### src/rtl/frame_pkg.sv
// Shared types and default sizing for the frame bank packager.
package frame_pkg;

    typedef enum logic [1:0] {
        ST_IDLE   = 2'd0,
        ST_STREAM = 2'd1,
        ST_DROP   = 2'd2
    } state_t;

    localparam int PIXEL_W_DEF      = 8;
    localparam int IN_ADDR_W_DEF    = 24;
    localparam int OFFSET_W_DEF     = 17;
    localparam int FRAME_PIXELS_DEF = 76800;
    localparam int NUM_BANKS_DEF    = 2;

endpackage

### src/rtl/frame_bank_ctrl.sv
// Bank rotation: tracks the bank being written, the last completed bank,
// and the pixel count / done pulse of the frame that just closed.
module frame_bank_ctrl
    import frame_pkg::*;
#(
    parameter int OFFSET_W  = OFFSET_W_DEF,
    parameter int NUM_BANKS = NUM_BANKS_DEF,
    localparam int BANK_W   = $clog2(NUM_BANKS)
) (
    input  logic                clk,
    input  logic                rst_n,
    input  logic                frame_end_i,
    input  logic [OFFSET_W:0]   pix_count_i,
    output logic [BANK_W-1:0]   wr_bank_o,
    output logic [BANK_W-1:0]   done_bank_o,
    output logic [OFFSET_W:0]   frame_count_o,
    output logic                frame_done_o
);

    logic [BANK_W-1:0] wr_bank_q, wr_bank_d;
    logic [BANK_W-1:0] done_bank_q, done_bank_d;
    logic [OFFSET_W:0] frame_count_q, frame_count_d;
    logic              frame_done_q, frame_done_d;

    always_comb begin
        wr_bank_d     = wr_bank_q;
        done_bank_d   = done_bank_q;
        frame_count_d = frame_count_q;
        frame_done_d  = frame_end_i;
        if (frame_end_i) begin
            done_bank_d   = wr_bank_q;
            frame_count_d = pix_count_i;
            // NUM_BANKS is a power of two, so natural overflow is the modulo
            wr_bank_d     = wr_bank_q + BANK_W'(1);
        end
    end

    always_ff @(posedge clk or negedge rst_n) begin
        if (!rst_n) begin
            wr_bank_q     <= '0;
            done_bank_q   <= BANK_W'(NUM_BANKS - 1);
            frame_count_q <= '0;
            frame_done_q  <= 1'b0;
        end else begin
            wr_bank_q     <= wr_bank_d;
            done_bank_q   <= done_bank_d;
            frame_count_q <= frame_count_d;
            frame_done_q  <= frame_done_d;
        end
    end

    assign wr_bank_o     = wr_bank_q;
    assign done_bank_o   = done_bank_q;
    assign frame_count_o = frame_count_q;
    assign frame_done_o  = frame_done_q;

endmodule

### src/rtl/frame_bank_packager.sv
// Packs an address/pixel stream into BRAM writes across rotating frame banks;
// owns the IDLE/STREAM/DROP FSM and the one-cycle write path.
module frame_bank_packager
    import frame_pkg::*;
#(
    parameter int PIXEL_W      = PIXEL_W_DEF,
    parameter int IN_ADDR_W    = IN_ADDR_W_DEF,
    parameter int OFFSET_W     = OFFSET_W_DEF,
    parameter int FRAME_PIXELS = FRAME_PIXELS_DEF,
    parameter int NUM_BANKS    = NUM_BANKS_DEF,
    localparam int BANK_W      = $clog2(NUM_BANKS)
) (
    input  logic                       clk,
    input  logic                       rst_n,
    input  logic                       addr_axiiv,
    input  logic [IN_ADDR_W-1:0]       addr_axiid,
    input  logic                       pixel_axiiv,
    input  logic [PIXEL_W-1:0]         pixel_axiid,
    input  logic                       frame_end_axiiv,
    output logic                       axiov,
    output logic [BANK_W+OFFSET_W-1:0] addr_axiod,
    output logic [PIXEL_W-1:0]         pixel_axiod,
    output logic [BANK_W-1:0]          done_bank,
    output logic                       frame_done,
    output logic [OFFSET_W:0]          frame_count,
    output logic                       err
);

    localparam logic [IN_ADDR_W-1:0] ADDR_LIM = IN_ADDR_W'(FRAME_PIXELS);
    localparam logic [OFFSET_W-1:0]  LAST_OFF = OFFSET_W'(FRAME_PIXELS - 1);

    state_t                     state_q, state_d, st_eff;
    logic [OFFSET_W-1:0]        offset_q, offset_d, off_eff;
    logic [OFFSET_W:0]          cnt_q, cnt_d, close_cnt;
    logic                       err_q, err_d;
    logic                       axiov_q, axiov_d;
    logic [BANK_W+OFFSET_W-1:0] addr_q, addr_d;
    logic [PIXEL_W-1:0]         pix_q, pix_d;
    logic                       pix_acc;
    logic [BANK_W-1:0]          wr_bank;

    always_comb begin
        st_eff   = state_q;
        off_eff  = offset_q;
        err_d    = err_q;
        axiov_d  = 1'b0;
        addr_d   = addr_q;
        pix_d    = pix_q;
        cnt_d    = cnt_q;
        pix_acc  = 1'b0;

        // An address word takes effect before any pixel in the same cycle
        if (addr_axiiv) begin
            if (addr_axiid < ADDR_LIM) begin
                st_eff  = ST_STREAM;
                off_eff = addr_axiid[OFFSET_W-1:0];
            end else begin
                st_eff  = ST_DROP;
                err_d   = 1'b1;
            end
        end

        state_d  = st_eff;
        offset_d = off_eff;
        pix_acc  = pixel_axiiv && (st_eff == ST_STREAM);

        if (pix_acc) begin
            axiov_d = 1'b1;
            addr_d  = {wr_bank, off_eff};
            pix_d   = pixel_axiid;
            cnt_d   = cnt_q + (OFFSET_W+1)'(1);
            if (off_eff == LAST_OFF) state_d  = ST_DROP;
            else                     offset_d = off_eff + OFFSET_W'(1);
        end else if (pixel_axiiv && st_eff == ST_DROP) begin
            err_d = 1'b1;
        end

        close_cnt = cnt_q + (OFFSET_W+1)'(pix_acc);

        // Closing frame: a same-cycle address seeds the next bank instead of IDLE
        if (frame_end_axiiv) begin
            cnt_d = '0;
            if (!addr_axiiv) state_d = ST_IDLE;
        end
    end

    always_ff @(posedge clk or negedge rst_n) begin
        if (!rst_n) begin
            state_q  <= ST_IDLE;
            offset_q <= '0;
            cnt_q    <= '0;
            err_q    <= 1'b0;
            axiov_q  <= 1'b0;
            addr_q   <= '0;
            pix_q    <= '0;
        end else begin
            state_q  <= state_d;
            offset_q <= offset_d;
            cnt_q    <= cnt_d;
            err_q    <= err_d;
            axiov_q  <= axiov_d;
            addr_q   <= addr_d;
            pix_q    <= pix_d;
        end
    end

    frame_bank_ctrl #(
        .OFFSET_W  (OFFSET_W),
        .NUM_BANKS (NUM_BANKS)
    ) u_bank_ctrl (
        .clk           (clk),
        .rst_n         (rst_n),
        .frame_end_i   (frame_end_axiiv),
        .pix_count_i   (close_cnt),
        .wr_bank_o     (wr_bank),
        .done_bank_o   (done_bank),
        .frame_count_o (frame_count),
        .frame_done_o  (frame_done)
    );

    assign axiov       = axiov_q;
    assign addr_axiod  = addr_q;
    assign pixel_axiod = pix_q;
    assign err         = err_q;

endmodule

### config.mk
export PLATFORM = sky130hd
export DESIGN_NAME = frame_bank_packager
export DESIGN_NICKNAME = d
export VERILOG_FILES = /design/src/rtl/frame_pkg.sv /design/src/rtl/frame_bank_ctrl.sv /design/src/rtl/frame_bank_packager.sv
export SDC_FILE = /design/constraint.sdc
export NUM_CORES = 1
export LEC_CHECK = 0
export ABC_AREA = 0
export CORE_ASPECT_RATIO = 0.5
export CORE_UTILIZATION = 51
export DETAILED_ROUTE_END_ITERATION = 7
export PLACE_DENSITY = 0.87
export SLEW_MARGIN = 25
export SYNTH_ARGS = -nofsm -noshare
export SYNTH_HDL_FRONTEND = slang
export SYNTH_SLANG_ARGS = --single-unit
### constraint.sdc
create_clock -name clk -period 6.4 [get_ports clk]
set_clock_uncertainty 0.15 [all_clocks]
set_input_delay 1.28 -clock clk [delete_from_list [all_inputs] [get_ports clk]]
set_output_delay 1.28 -clock clk [all_outputs]
set_load 0.05 [all_outputs]
# Yosys cells after proc, flatten, opt, wreduce, memory -nomap -nowiden
# Cells that the tools add are included.
# classes
n_addsub,4
magnitude_cmp,1
eq_ne,3
mux,17
n_reduce_logical,3
# op_table
cell,n
two-way mux 17 bit,4
two-way mux 18 bit,2
less-than comparator 24 x 17 -> 1 bit (second input constant),1
adder 18 x 1 -> 18 bit,1
adder 18 x 1 -> 18 bit (second input constant),1
adder 17 x 1 -> 17 bit (second input constant),1
== test 17 bit (second input constant),1
two-way mux 2 bit,6
two-way mux 1 bit,5
== test 2 x 1 -> 1 bit (second input constant),1
== test 2 bit (second input constant),1
logical AND 1 bit,2
nonzero test 2 bit,1
adder 1 bit (second input constant),1
# totals
register_bits,86
input_bits,37
word_cells,39

# Longest topological paths before layout
# depth
depth_word,8
depth_mapped,17
depth_no_buf,13

# Hierarchy
# A second synthesis with hierarchy kept.
# unflattened
cells_unflattened,470
area_unflattened_um2,4528.1
# by_module_without_submodules
mod,instances,cells_each,area_per_inst_um2
frame_bank_packager,1,427,3684.8
frame_bank_ctrl,1,43,843.3

# Worst setup path before layout
# OpenSTA, ideal clock, no wires.
# synth_path
path_kind,input -> register
from,input port addr_axiid[20]
to,register offset_q[10]
t_arrival_ps,4073
required_time_ps,6112
path_slack_ps,2039
path_stages,15
path_buffers,2
path_cell_list,nor4_2 nand2_2 nor2_8 buf_1 mux2i_1 inv_1 ha_1 and4_1 nand2_1 a2111oi_4 o221ai_2 buf_6 nor4b_1 xnor2_1 mux2i_1
# synth_between
elab_chain_len,6
# synth_lines
item,line,text
start: declaration,frame_bank_packager.sv:16,"input logic [IN_ADDR_W-1:0] addr_axiid,"
less-than comparator 24 x 17 -> 1 bit (*),frame_bank_packager.sv:54,if (addr_axiid < ADDR_LIM) begin
two-way mux 17 bit (*),frame_bank_packager.sv:54,
two-way mux 17 bit (*),frame_bank_packager.sv:53,if (addr_axiiv) begin
via off_eff[1],frame_bank_packager.sv:33,"logic [OFFSET_W-1:0] offset_q, offset_d, off_eff;"
adder 17 x 1 -> 17 bit or == test 17 bit (tied branches),"frame_bank_packager.sv:73, frame_bank_packager.sv:72",
two-way mux 17 bit (*),frame_bank_packager.sv:72,if (off_eff == LAST_OFF) state_d = ST_DROP;
two-way mux 17 bit (*),frame_bank_packager.sv:67,if (pix_acc) begin
via offset_d[10],frame_bank_packager.sv:33,
end signal: assignment,frame_bank_packager.sv:98,offset_q <= offset_d;
end: declaration,frame_bank_packager.sv:33,
# The timed path passes the listed nets; every way through them passes the cells marked *.
# A chain may end at the register's enable or synchronous reset.

# Worst setup path after layout
# layout_path
from,input port addr_axiiv
to,register offset_q[8]
# layout_between
elab_chain_len,4
# layout_lines
item,line,text
start: declaration,frame_bank_packager.sv:15,"input logic addr_axiiv,"
two-way mux 17 bit (*),frame_bank_packager.sv:53,
via off_eff[1],frame_bank_packager.sv:33,
adder 17 x 1 -> 17 bit or == test 17 bit (tied branches),"frame_bank_packager.sv:73, frame_bank_packager.sv:72",
two-way mux 17 bit (*),frame_bank_packager.sv:72,
two-way mux 17 bit (*),frame_bank_packager.sv:67,
via offset_d[8],frame_bank_packager.sv:33,
# Marks and branches as above.

==> results.cfg <==
[cts]
cts_buffers = 9
htree_num_levels = 3
clk_pin_slew_ns = 0.06
cts_setup_buffers = 0
ctsHoldBuffers = 0
clockBufferDepth = 2
root_buffer = clkbuf_16
clock_latency_ns = 0.34
cts_tree = done
cts_resized = 0
cts.sinks = 86

[job]
maxCapViolations = 0

[die]
die_x_um = 136
fp.dieArea_um2 = 9340
start_util = 0.548
core_area_um2 = 8320
ios = 85
rows = 23
die_y_um = 68.9

[place]
portBuffers = 84
globalplace.congestion = 0.868
placed_area_um2 = 5410
post-dp-hpwl_mm = 6.90

[min_path]
min_path_type = flop to flop

[setup_path]
end_kind = flop
critPathKind = input port to flop
regToRegSetupSlack_ns = 3.21
start_kind = input port
crit_required_ns = 6.45
cp.arrival_ns = 5.35
crit_path_max_fanout = 28

[synth]
syn_avg_cell_area_um2 = 9.36
synth_nets = 528
syn-instance-count = 487
ys_seq_elements = 86
ys_types = 54
synth_edf_count = 0
ys.warnings.count = 0
synthFlopType = dfrtp_1
netlist_area_um2 = 4560
synthArstFlopShare = 1.00
yosysSeqAreaShare = 0.472

[route]
routed_via_density = 5.67
avgRoutedWirePerCell_um = 15.6
first_pass_iters = 5
antenna_left = 0
vias = 3817
drc_errors = 0
wirelength_mm = 10.5
drt-initial-drc-count = 334

[timing]
rsz0062_at_grt = no
slew_headroom = 0.337
drv_slew = 0
finalSetupViolCount = 0
tightest_slew_ns = 0.994
fin_crit_ns = 5.30
min_period_over_period = 0.828
tns_ns = 0
final_hold_viol_count = 0
max_freq_mhz = 189
whs_ns = 0.328

[cells_and_area]
regArea_um2 = 2150
final_common_cell = dfrtp_1
diodes = 0
synthToLayoutAreaGrowth_pct = 25.8
fin_area_um2 = 5730
multi_input_area_um2 = 2220
final_cell_mix = dfrtp_1, clkdlybuf4s50_1, nand2_1
final_nets = 598
finish.utilization = 0.689
n_fill_cell = 670
layout-drive-gt1-share = 0.0713

[global_route]
grt_pass1_vias = 3641
overflow = 0
antenna_found_initial = 0
grt_pass1_wl_mm = 17.0
grt_use_total = 0.239
grt_start_max_net_pins = 75

[run_status]
status = finished, final reports clean

[pwr]
ir_drop_mv = 0.142
power_density_nw_per_um2 = 239
leakage_nw = 2.44
-- layout make-up --
| class | count | area share |
|---|---|---|
| multi-input cells | 361 | 0.387 |
| clock inverters | 5 | 0.0105 |
| inverters | 11 | 0.00720 |
| repair buffers | 88 | 0.154 |
| well taps | 112 | 0.0244 |
| clock buffers | 10 | 0.0417 |
| flip-flops and latches | 86 | 0.376 |
-- power by group --
| group | internal (mW) | leakage [nW] | switching, mW |
|---|---|---|---|
| sequential | 0.580 | 1.14 | 0.0234 |
| combinational | 0.0870 | 1.15 | 0.150 |
| clock | 0.311 | 0.145 | 0.217 |
| total | 0.979 | 2.44 | 0.390 |
-- sequential cells by signal (all words and copies together), names as in the netlist --
register                   flops
addr_axiod                    18
cnt_q                         18
u_bank_ctrl.frame_count_o     18
offset_q                      17
pixel_axiod                    8
state_q                        2
axiov                          1
err                            1
u_bank_ctrl.done_bank_o        1
u_bank_ctrl.frame_done_o       1
u_bank_ctrl.wr_bank_o          1
-- layer usage --
metal | global-route usage | up-vias | wire length (um)
li1 | - | 1823 | -
met1 | 0.283 | 1841 | 4560
met2 | 0.427 | 133 | 5220
met3 | 0.0621 | 20 | 578
met4 | 0.0927 | 0 | 148
met5 | 0 | - | 0
-- cell families (layout without fill, tap and decap cells) --
kind of cell    count (synthesis)  after routing  share of synthesized area
compound gates                 71             71                      0.103
xor+xnor                       48             48                     0.0922
fa+ha+maj                       4              4                     0.0110
buf+inv                        40            114                     0.0412
flops                          86             86                      0.472
mux                            17             17                     0.0393
simple gates                  221            221                      0.241
-- cell usage after synthesis (2+ instances only) --
cell	number	area, um^2
a21oi_1	32	160
a31oi_1	14	87.6
a41o_1	2	20.0
and2_1	3	18.8
and3_1	12	75.1
and4_1	7	61.3
buf_1	2	7.51
buf_2	6	30.0
buf_4	2	15.0
buf_6	3	33.8
clkbuf_1	16	60.1
dfrtp_1	85	2130
ha_1	4	50.1
inv_1	10	37.5
mux2_2	4	45.0
mux2i_1	12	120
nand2_1	71	267
nand2_2	2	12.5
nand3_1	25	125
nand3_2	2	20.0
nand4_1	12	75.1
nor2_1	59	221
nor3_1	7	35.0
nor3b_1	2	15.0
nor4b_1	4	35.0
o21ai_0	9	45.0
o22a_1	2	17.5
or3_1	6	37.5
xnor2_1	19	166
xor2_1	29	254
-- critical path, stage by stage --
cell	delay (ns)
clkdlybuf4s50_1	0.58
nor4b_4	0.25
nand2_2	0.17
nor2_8	0.43
mux2i_1	0.35
inv_1	0.08
ha_1	0.22
and4_1	0.25
nand2_1	0.12
a2111oi_4	0.06
o221ai_2	0.78
nor4b_1	0.48
xnor2_1	0.17
mux2i_1	0.10
-- final timing paths --
| path | cells past startpoint | endpoint | startpoint |
|---|---|---|---|
| setup / recovery | 14 | offset_q[8] | addr_axiiv |
| hold / removal | 2 | addr_axiod[0] | addr_axiod[0] |
| setup reg to reg | 10 | offset_q[8] | offset_q[1] |
| hold reg to reg | 2 | addr_axiod[0] | addr_axiod[0] |
| max in group asynchronous | 3 | u_bank_ctrl.done_bank_o | rst_n |
| min in group asynchronous | 1 | state_q[1] | rst_n |
-- metrics by stage --
stage	power (mW)	setup WS (ns)	std cells
after floorplan	0.746	2.04	487
after global placement	0.842	1.04	657
after detailed placement	0.848	0.918	657
after CTS	1.37	1.21	672
after global routing	1.42	0.803	673
final	1.37	1.10	673
(Power assumes the default switching activity.)
